File: src/rtl/uart_transmitter.sv
// uart_transmitter
// Serial 8N1 transmitter with a small byte FIFO in front of it.
// Each frame: start bit (0), 8 data bits LSB first, stop bit (1). Every
// bit lasts P clocks, where P is clks_per_bit_i latched at frame start
// (0 is treated as 1). Back-to-back frames leave no idle gap on the line.
//
// Ports:
//   clk_i           system clock
//   rst_ni          asynchronous active-low reset
//   clks_per_bit_i  clocks per serial bit, sampled at each frame start
//   tx_valid_i      push request for tx_byte_i
//   tx_byte_i       byte to queue
//   tx_ready_o      FIFO not full (decoded from the count register)
//   tx_serial_o     serial line, idles high (registered)
//   tx_active_o     frame in progress (registered)
//   tx_done_o       one-cycle pulse during the last stop-bit cycle (registered)
//   fifo_level_o    bytes queued, not counting the byte on the wire

module uart_transmitter #(
  parameter int Depth = 4,
  parameter int CntW  = 16
) (
  input  logic                     clk_i,
  input  logic                     rst_ni,
  input  logic [CntW-1:0]          clks_per_bit_i,
  input  logic                     tx_valid_i,
  input  logic [7:0]               tx_byte_i,
  output logic                     tx_ready_o,
  output logic                     tx_serial_o,
  output logic                     tx_active_o,
  output logic                     tx_done_o,
  output logic [$clog2(Depth):0]   fifo_level_o
);

  localparam int AW = $clog2(Depth);
  localparam int LW = AW + 1;
  localparam logic [LW-1:0]   LvlFull = LW'(Depth);
  localparam logic [LW-1:0]   LvlOne  = LW'(1);
  localparam logic [LW-1:0]   LvlZero = LW'(0);
  localparam logic [AW-1:0]   PtrOne  = AW'(1);
  localparam logic [CntW-1:0] CntOne  = CntW'(1);
  localparam logic [CntW-1:0] CntZero = CntW'(0);

  typedef enum logic [1:0] {
    IDLE  = 2'd0,
    START = 2'd1,
    DATA  = 2'd2,
    STOP  = 2'd3
  } state_t;

  // FIFO storage and bookkeeping
  logic [7:0]      r_mem [Depth];
  logic [AW-1:0]   r_wr_ptr;
  logic [AW-1:0]   r_rd_ptr;
  logic [LW-1:0]   r_count;

  // Frame sequencing
  state_t          r_state;
  logic [CntW-1:0] r_cnt;
  logic [CntW-1:0] r_period;
  logic [2:0]      r_idx;
  logic [7:0]      r_shift;
  logic            r_serial;
  logic            r_active;
  logic            r_done;

  logic            w_push;
  logic            w_pop;
  logic            w_fifo_nonempty;
  logic            w_bit_last;
  state_t          w_next_state;
  logic [CntW-1:0] w_cnt_n;
  logic [CntW-1:0] w_period_n;
  logic [CntW-1:0] w_divisor;
  logic [2:0]      w_idx_n;
  logic [7:0]      w_shift_n;
  logic            w_serial_n;
  logic            w_active_n;
  logic            w_done_n;

  // No pass-through: a full FIFO refuses a push even if it pops this cycle.
  assign tx_ready_o      = (r_count != LvlFull);
  assign w_push          = tx_valid_i && tx_ready_o;
  assign w_fifo_nonempty = (r_count != LvlZero);
  assign w_bit_last      = (r_cnt == (r_period - CntOne));
  assign w_divisor       = (clks_per_bit_i == CntZero) ? CntOne : clks_per_bit_i;

  assign tx_serial_o  = r_serial;
  assign tx_active_o  = r_active;
  assign tx_done_o    = r_done;
  assign fifo_level_o = r_count;

  // FIFO data write; storage needs no reset since the pointers guard reads
  always_ff @(posedge clk_i) begin
    if (w_push) begin
      r_mem[r_wr_ptr] <= tx_byte_i;
    end
  end

  // FIFO pointers and occupancy count
  always_ff @(posedge clk_i or negedge rst_ni) begin
    if (!rst_ni) begin
      r_wr_ptr <= '0;
      r_rd_ptr <= '0;
      r_count  <= '0;
    end else begin
      if (w_push) begin
        r_wr_ptr <= r_wr_ptr + PtrOne;
      end
      if (w_pop) begin
        r_rd_ptr <= r_rd_ptr + PtrOne;
      end
      case ({w_push, w_pop})
        2'b10:   r_count <= r_count + LvlOne;
        2'b01:   r_count <= r_count - LvlOne;
        default: r_count <= r_count;
      endcase
    end
  end

  // Next-state, datapath and next-output decode
  always_comb begin
    w_next_state = r_state;
    w_pop        = 1'b0;
    w_cnt_n      = r_cnt + CntOne;
    w_period_n   = r_period;
    w_idx_n      = r_idx;
    w_shift_n    = r_shift;

    case (r_state)
      IDLE: begin
        w_cnt_n = CntZero;
        if (w_fifo_nonempty) begin
          w_pop        = 1'b1;
          w_shift_n    = r_mem[r_rd_ptr];
          w_period_n   = w_divisor;
          w_next_state = START;
        end else begin
          w_next_state = IDLE;
        end
      end
      START: begin
        if (w_bit_last) begin
          w_cnt_n      = CntZero;
          w_idx_n      = 3'd0;
          w_next_state = DATA;
        end else begin
          w_next_state = START;
        end
      end
      DATA: begin
        if (w_bit_last) begin
          w_cnt_n   = CntZero;
          w_shift_n = {1'b0, r_shift[7:1]};
          if (r_idx == 3'd7) begin
            w_next_state = STOP;
          end else begin
            w_idx_n = r_idx + 3'd1;
          end
        end else begin
          w_next_state = DATA;
        end
      end
      STOP: begin
        if (w_bit_last) begin
          w_cnt_n = CntZero;
          if (w_fifo_nonempty) begin
            w_pop        = 1'b1;
            w_shift_n    = r_mem[r_rd_ptr];
            w_period_n   = w_divisor;
            w_next_state = START;
          end else begin
            w_next_state = IDLE;
          end
        end else begin
          w_next_state = STOP;
        end
      end
      default: begin
        w_cnt_n      = CntZero;
        w_next_state = IDLE;
      end
    endcase

    // Outputs are registered, so they are decoded from the state being entered.
    case (w_next_state)
      START:   w_serial_n = 1'b0;
      DATA:    w_serial_n = w_shift_n[0];
      default: w_serial_n = 1'b1;
    endcase
    w_active_n = (w_next_state != IDLE);
    // Pulse is registered one edge early so it covers the final stop cycle.
    w_done_n   = (w_next_state == STOP) && (w_cnt_n == (w_period_n - CntOne));
  end

  // State, counters and registered outputs
  always_ff @(posedge clk_i or negedge rst_ni) begin
    if (!rst_ni) begin
      r_state  <= IDLE;
      r_cnt    <= '0;
      r_period <= CntOne;
      r_idx    <= 3'd0;
      r_shift  <= 8'd0;
      r_serial <= 1'b1;
      r_active <= 1'b0;
      r_done   <= 1'b0;
    end else begin
      r_state  <= w_next_state;
      r_cnt    <= w_cnt_n;
      r_period <= w_period_n;
      r_idx    <= w_idx_n;
      r_shift  <= w_shift_n;
      r_serial <= w_serial_n;
      r_active <= w_active_n;
      r_done   <= w_done_n;
    end
  end

endmodule

File: config.mk
export PLATFORM = sky130hd
export DESIGN_NAME = uart_transmitter
export DESIGN_NICKNAME = d
export VERILOG_FILES = /design/src/rtl/uart_transmitter.sv
export SDC_FILE = /design/constraint.sdc
export NUM_CORES = 1
export LEC_CHECK = 0
export ABC_AREA = 0
export BUFFER_PORTS_ARGS = -buffer_cell sky130_fd_sc_hd__buf_2
export CORE_AREA = 2 2 126 79
export DETAILED_ROUTE_END_ITERATION = 16
export DIE_AREA = 0 0 128 81
export PLACE_DENSITY = 0.87
export SLEW_MARGIN = 20
export SYNTH_ARGS = -nofsm -noshare
export SYNTH_HDL_FRONTEND = slang
export SYNTH_SLANG_ARGS = --single-unit
export TNS_END_PERCENT = 1
File: constraint.sdc
create_clock -name clk_i -period 12.2 [get_ports clk_i]
set_input_delay 1.22 -clock clk_i [delete_from_list [all_inputs] [get_ports clk_i]]
set_output_delay 1.22 -clock clk_i [all_outputs]
set_load 0.01 [all_outputs]
==> out/summary.txt, run 1 <==
Avg Inst Size Synth - 10.13 um^2
Post-Syn Nets - 579
YS warnings - 0
Port Buf Inserts - 33
Switching share of total power - 47.45%
Cell mode on critical path - nor3_1
Fin crit share - 43.13%
Max layer used - met4
H-tree levels - 3
Net switching power - 909.9 uW
Synth Area in Compound Gates - 15.92%
N_diodes - 0
Combinational Power Share - 58.6%
Die W - 128 um
Fmax - 0.1901 GHz
Int Power - 1008 uW
Worst hold start - r_shift[1]
Simple-gate share of the synthesized area - 18.24%
Vias in the first global route - 4317
Status - finished clean
Setup TNS - 0 ns
Min Tclk post-route - 5.261 ns
Clock transition at path regs - 0.07 ns
Post-CTS Resized - 0
Ys async rst share - 63.22%
DRT Wirelength - 14900 um
Synth Area in Adders - 3.589%
Seq/Total Area, Yosys - 43.02%
Yosys top cell area share - 24.38%
First-pass iteration count of the detailed router - 10
Worst vdd ir - 180.5 uV
Post-Syn Instances - 537
Arr. time, crit path - 5.52 ns
Worst Hold Class - flop to flop
Design Area, Final - 5962 um^2
Initial antenna violation count - 0
Nets - 593
CTS tree - yes
Clock sinks - 87
P_leak - 0.002495 uW
Die Ht - 81 um
Mapped Area - 5439 um^2
Total track usage - 29.98%
Met2 Routed Length - 6061 um
Layout cells sized above 1 - 15.11%
Worst Setup End Kind - flop
Crit path kind - flop to flop
Max Cap Violations - 0
Post-DRT Antenna Nets - 0
Power Dens Cells - 321.6 nW/um^2
Global placer's final weighted congestion - 1.012
RSZ-0062 raised after global routing - no
Vias per Instance - 6.865
Setup Buffers After CTS - 0
FF/Latch Area - 2340 um^2
Worst skew pair latency - 0.35 ns
Layout area overhead - 9.616%
Reg power frac - 25.9%
WL/cell - 22.04 um
Io pins - 34
Critical path, cell by cell - or4_4, nor3_2, mux2_1, nor3_1, nand4_2, o21a_1, a22oi_1, ha_1, o21ai_0, or4b_2, xnor3_1, nor4_1, o211ai_1, nor3_1
Final setup viols - 0
Total CTS buffers - 9
FF-to-FF Start - r_period[2]
M1 WL - 6416 um
Crit path from - r_period[2]
Register bit total from synthesis - 87
Fin util - 63.50%
Ranking of synthesized cells by area - dfrtp_1 24%, edfxtp_1 18%, xnor2_1 4.3%, xor2_1 3.7%, mux4_2 3.3%
XOR/XNOR share of the synthesized area - 8.466%
Crit-path slowest cell - or4_4
Die footprint - 10370 um^2
Root Buffer - clkbuf_16
Area of the multi-input gates - 2849 um^2
Residual DRC count - 0
GR Overflow Total - 0
Clock share of power - 15.6%
Via count - 4641
Synth area leader - dfrtp_1
Portion of netlist area occupied by mux cells - 6.027%
CP Launch Type - flop
Final Hold Viols - 0
Largest family of logic cells by synthesized area - simple AND/OR/NAND/NOR gates
# hold bufs at CTS - 0
Slew Limit Fails - 0
Area post-placement - 5632 um^2
HPWL after detailed placement - 10780 um
Clk buf depth - 2
Met3 Wirelength - 2155 um
Initial drt markers - 841
First-pass GRT wire length - 23380 um
Netlist cell types - 81
Worst EP required - 12.46 ns
Largest net degree at the start of global routing - 56
Ys flop type - dfrtp_1
Number of synthesized flops with an enable pin - 32
CORE AREA - 9389 um^2
Relative slew slack - 29.97%
Crit-path max FO - 22
Fillcell total - 699
Worst-Margin Slew - 1.024 ns
Clock skew - 0.007832 ns
FP Rows - 28
Initial Util - 57.93%
Biggest cell delay along the critical path - 0.64 ns
[state kept, by name (all words and copies together), names as in the netlist]
| signal | cells |
|---|---|
| r_shift | 8 |
| r_period | 16 |
| r_rd_ptr | 2 |
| tx_active_o | 1 |
| r_state | 2 |
| r_idx | 3 |
| r_mem | 32 |
| r_wr_ptr | 2 |
| tx_done_o | 1 |
| tx_serial_o | 1 |
| r_cnt | 16 |
| fifo_level_o | 3 |
[cell families after synthesis]
logic type,Yosys count
flops,87
fa+ha+maj,15
mux,22
xor+xnor,51
buf+inv,61
simple gates,184
compound gates,117
[final timing paths]
kind,endpoint,slack (ns),depth (start not counted)
worst max register to register,tx_done_o,6.94,14
worst min-delay path,r_shift[1],0.53,2
max in group asynchronous,r_period[9],10.71,2
worst min register to register,r_shift[1],0.53,2
worst max-delay path,tx_done_o,6.94,14
min in group asynchronous,r_idx[0],1.01,2
[metrics by stage]
stage | total power [uW] | hold slack [ns] | cells | setup WS (ns)
after CTS | 1868 | 0.5236 | 676 | 7.041
after global placement | 1523 | 0.4884 | 660 | 7.339
after floorplan | 1324 | 0.4665 | 537 | 7.569
final | 1918 | 0.5289 | 676 | 6.939
after global routing | 2015 | 0.5584 | 676 | 6.815
after detailed placement | 1559 | 0.5060 | 660 | 7.176
[layer usage]
metal | global-route usage, % | up-vias
met5 | 0 | -
met4 | 7.143 | 0
met3 | 11.07 | 50
met2 | 41.71 | 332
met1 | 44.38 | 2229
li1 | - | 2030
[Yosys cell counts, drive strengths merged, types with 15 or more instances]
| cell type | instances |
|---|---|
| a21oi | 15 |
| o21ai | 21 |
| nor2 | 32 |
| dfrtp | 53 |
| edfxtp | 32 |
| nor3 | 21 |
| nand3 | 21 |
| xnor2 | 27 |
| clkbuf | 26 |
| xor2 | 23 |
| nand2 | 44 |
| inv | 27 |
[worst max-delay path, delay by kind of cell, from the launching register on]
family	cells	cell delay, ns
xor+xnor	1	0.20
mux	1	0.36
fa+ha+maj	1	0.32
flops	1	0.50
simple gates	7	2.56
compound gates	4	1.23
[cells in the final DEF (no fill, tap or decap), drive strengths merged, types with 8 or more instances in the layout]
cell type  count
a21oi         15
a31oi          9
and3          12
buf           37
clkbuf        10
dfrtp         53
edfxtp        32
ha            14
inv           30
mux2i          8
mux4           8
nand2         44
nand3         21
nor2          32
nor3          21
o21ai         21
or3            9
xnor2         27
xor2          23
[power by group through the flow]
| stage | Clock [uW] | Combinational [uW] | Sequential, uW |
|---|---|---|---|
| after floorplan | 0 | 894 | 430 |
| after global placement | 0 | 1040 | 485 |
| after detailed placement | 0 | 1070 | 492 |
| after CTS | 299 | 1080 | 490 |
| after global routing | 309 | 1200 | 504 |
| final | 298 | 1120 | 496 |
[cell type report]
type | instances | share of cell area, %
Inverter | 27 | 1.700
Timing Repair Buffer | 37 | 3.274
Clock buffer | 10 | 4.008
Tap cell | 120 | 2.518
Multi-Input combinational cell | 389 | 47.79
Sequential cell | 87 | 39.24
Clock inverter | 6 | 1.469
Power figures use the tool's default switching activity.
==> run 2: changes to the inputs <==
--- a/config.mk
+++ b/config.mk
@@ -5,12 +5,12 @@
 export SDC_FILE = /design/constraint.sdc
 export NUM_CORES = 1
 export LEC_CHECK = 0
-export ABC_AREA = 0
+export ABC_AREA = 1
 export BUFFER_PORTS_ARGS = -buffer_cell sky130_fd_sc_hd__buf_2
-export CORE_AREA = 2 2 126 79
+export CORE_AREA = 2 2 133 83
 export DETAILED_ROUTE_END_ITERATION = 16
-export DIE_AREA = 0 0 128 81
-export PLACE_DENSITY = 0.87
+export DIE_AREA = 0 0 135 85
+export PLACE_DENSITY = 0.86
 export SLEW_MARGIN = 20
 export SYNTH_ARGS = -nofsm -noshare
 export SYNTH_HDL_FRONTEND = slang
==> constraint.sdc (replaced) <==
create_clock -name clk_i -period 4.5 [get_ports clk_i]
set_input_delay 0.45 -clock clk_i [delete_from_list [all_inputs] [get_ports clk_i]]
set_output_delay 0.45 -clock clk_i [all_outputs]
set_load 0.01 [all_outputs]
==> out/summary.txt, run 2 <==
Design Area, Final - 6282 um^2 (+5.4%)
Slew Limit Fails - 0 (unchanged)
Worst Hold Class - input port to async pin
Post-Syn Nets - 798 (+38%)
Number of synthesized flops with an enable pin - 32 (unchanged)
Status - finished clean
Crit-path max FO - 24 (+9.1%)
RSZ-0062 raised after global routing - no
Worst EP required - 4.78 ns (-7.68 ns)
Max Cap Violations - 0 (unchanged)
Clk buf depth - 2 (unchanged)
Worst Setup End Kind - flop
Synth Area in Adders - 3.443% (-0.15 points)
Portion of netlist area occupied by mux cells - 0% (-6.0 points)
Initial drt markers - 589 (-30%)
Total track usage - 27.79% (-2.2 points)
Avg Inst Size Synth - 7.499 um^2 (-26%)
GR Overflow Total - 0 (unchanged)
First-pass iteration count of the detailed router - 7 (-3)
Layout area overhead - 10.81%
Worst hold slack - 0.2344 ns (-0.2945 ns)
Layout cells sized above 1 - 12.34% (-2.8 points)
Synth Area in Compound Gates - 9.446% (-6.5 points)
CP top delay family - simple AND/OR/NAND/NOR gates
Initial antenna violation count - 0 (unchanged)
Seq/Total Area, Yosys - 41.27% (-1.7 points)
Clock transition at path regs - 0.07 ns (about the same)
Ranking of synthesized cells by area - dfrtp_1 23%, edfxtp_1 17%, nand2_1 14%, inv_1 6.6%, nor2_1 6.3%
Worst vdd ir - 518.0 uV (+190%)
Largest family of logic cells by synthesized area - simple AND/OR/NAND/NOR gates
First-pass GRT wire length - 24510 um (+4.8%)
N_diodes - 0 (unchanged)
Largest register FFs - 32 (unchanged)
Fillcell total - 871 (+25%)
Crit path kind - flop to flop
Post-synth top cells - 213 x nand2_1, 99 x inv_1, 95 x nor2_1, 54 x nand3_1, 53 x dfrtp_1
Via count - 5247 (+13%)
WL/cell - 16.20 um (-26%)
Largest regs - r_mem x32, r_cnt x16, r_period x16
Cell mode on critical path - nand2_1
Largest net degree at the start of global routing - 56 (unchanged)
FF/Latch Area - 2340 um^2 (unchanged)
XOR/XNOR share of the synthesized area - 4.789% (-3.7 points)
YS warnings - 0 (unchanged)
Most frequent cells in the layout - 213 x nand2_1, 99 x inv_1, 95 x nor2_1, 54 x nand3_1, 53 x dfrtp_1
Buf/Inv on CP - 4 (+4)
Biggest cell delay along the critical path - 0.41 ns (-0.23 ns)
Power Dens Cells - 877.0 nW/um^2 (+170%)
Clock sinks - 87 (unchanged)
Global placer's final weighted congestion - 0.9666 (-4.5%)
Fmax - 0.2482 GHz (+31%)
Residual DRC count - 0 (unchanged)
Nets - 831 (+40%)
Root Buffer - clkbuf_16
Ys flop type - dfrtp_1
Crit-path slowest cell - nand2_2
Top reg by flops - r_mem
Clock skew - 0.009322 ns (+0.001490 ns)
Area of the multi-input gates - 2879 um^2 (+1.1%)
Final setup viols - 0 (unchanged)
Vias per Instance - 5.624 (-18%)
CORE AREA - 10300 um^2 (+9.8%)
Vias in the first global route - 4862 (+13%)
GRT met2 Usage - 37.66% (-4.1 points)
H-tree levels - 3 (unchanged)
CP Launch Type - flop
Die footprint - 11480 um^2 (+11%)
M3 GR Usage - 10.87% (-0.20 points)
Commonest non-fill, non-tap cell in the layout - nand2_1
Arr. time, crit path - 4.31 ns (-1.21 ns)
Register bit total from synthesis - 87 (unchanged)
Met1 usage - 41.30% (-3.1 points)
Fin crit share - 89.54% (+46 points)
Mapped Area - 5669 um^2 (+4.2%)
# hold bufs at CTS - 0 (unchanged)
Min Tclk post-route - 4.029 ns (-1.232 ns)
Io pins - 34 (unchanged)
Relative slew slack - 37.16% (+7.2 points)
HPWL after detailed placement - 11230 um (+4.3%)
Worst skew pair latency - 0.35 ns (about the same)
Yosys top cell area share - 23.39% (-0.99 points)
Total CTS buffers - 9 (unchanged)
Simple-gate share of the synthesized area - 33.11% (+15 points)
Port Buf Inserts - 33 (unchanged)
DRT Wirelength - 15120 um (+1.5%)
Initial Util - 55.01% (-2.9 points)
CTS tree - yes
Post-Syn Instances - 756 (+41%)
Most numerous cell in the Yosys netlist - nand2_1
Post-DRT Antenna Nets - 0 (unchanged)
Setup TNS - 0 ns (unchanged)
Setup Buffers After CTS - 0 (unchanged)
Netlist cell types - 45 (-44%)
Worst-Margin Slew - 0.9340 ns (-0.08987 ns)
Synth area leader - dfrtp_1
Grt peak-use layer - met1
FP Rows - 29 (+3.6%)
P_leak - 0.003098 uW (+24%)
Final Hold Viols - 0 (unchanged)
Die W - 135 um (+5.5%)
Area post-placement - 5959 um^2 (+5.8%)
Post-CTS Resized - 0 (unchanged)
Die Ht - 85 um (+4.9%)
Ys async rst share - 63.22% (unchanged)
==> run 2: changes by cell type after synthesis, sizes merged, moves of 9 or more <==
cell,delta
inv,+74
nand3,+34
or3,-9
xnor2,-16
nor3,-17
nand2,+187
nor2,+82
clkbuf,-17
o21ai,+17
and3,-12
==> run 2: area by class of cell <==
type,instances,area share [%]
repair buffers,36,2.987
multi-input cells,554,45.83
inverters,101,6.035
clock buffers,10,3.804
flip-flops and latches,87,37.24
well taps,139,2.768
clock inverters,6,1.334
==> run 2: path summary, 6_finish.rpt <==
kind | start | endpoint | slack (ns) | depth (start not counted)
setup / recovery | r_period[0] | tx_done_o | 0.47 | 29
hold / removal | rst_ni | r_period[10] | 0.23 | 2
setup reg to reg | r_period[0] | tx_done_o | 0.47 | 29
hold reg to reg | r_idx[2] | r_idx[2] | 0.50 | 1
max in group asynchronous | rst_ni | fifo_level_o[1] | 3.77 | 2
min in group clk_i | tx_byte_i[4] | r_mem[2][4] | 0.32 | 1
==> run 2: metal layers <==
| layer | wire length [um] | part of all wire, % |
|---|---|---|
| met5 | 0 | 0 |
| met3 | 2058 | 14 |
| met1 | 6781 | 45 |
| met2 | 5914 | 39 |
| met4 | 364 | 2.4 |
==> run 2: worst register-to-register path, delay by kind of cell (launching register included) <==
family	cells	cell delay [ns]
adders and majority gates	2	0.61
and+or+nand+nor	23	2.57
buffers and inverters	4	0.42
DFF	1	0.38
==> run 2: power by group <==
| group | leakage [uW] | switching, uW | internal [uW] |
|---|---|---|---|
| combinational | 0.00193 | 2300 | 1100 |
| sequential | 0.00101 | 238 | 1060 |
| clock | 0.000162 | 313 | 499 |
| total | 0.00310 | 2850 | 2660 |
==> run 2: kinds of logic (layout without fill, tap and decap cells) <==
family	count (synthesis)	count (layout)
fa+ha+maj	15	15
xor+xnor	31	31
buf+inv	115	153
flops	87	87
simple gates	423	423
compound gates	85	85
==> run 2: through the flow <==
step / instances / setup slack [ns] / util, % / total power, uW
5_1_grt: 933 / 0.1441 / 60.96 / 6017
3_5_place_dp: 917 / 0.5936 / 57.83 / 4580
6_report: 933 / 0.4706 / 60.96 / 5509
4_1_cts: 933 / 0.5513 / 60.96 / 5430
2_1_floorplan: 756 / 1.162 / - / 3823
3_3_place_gp: 917 / 0.7976 / 57.83 / 4504
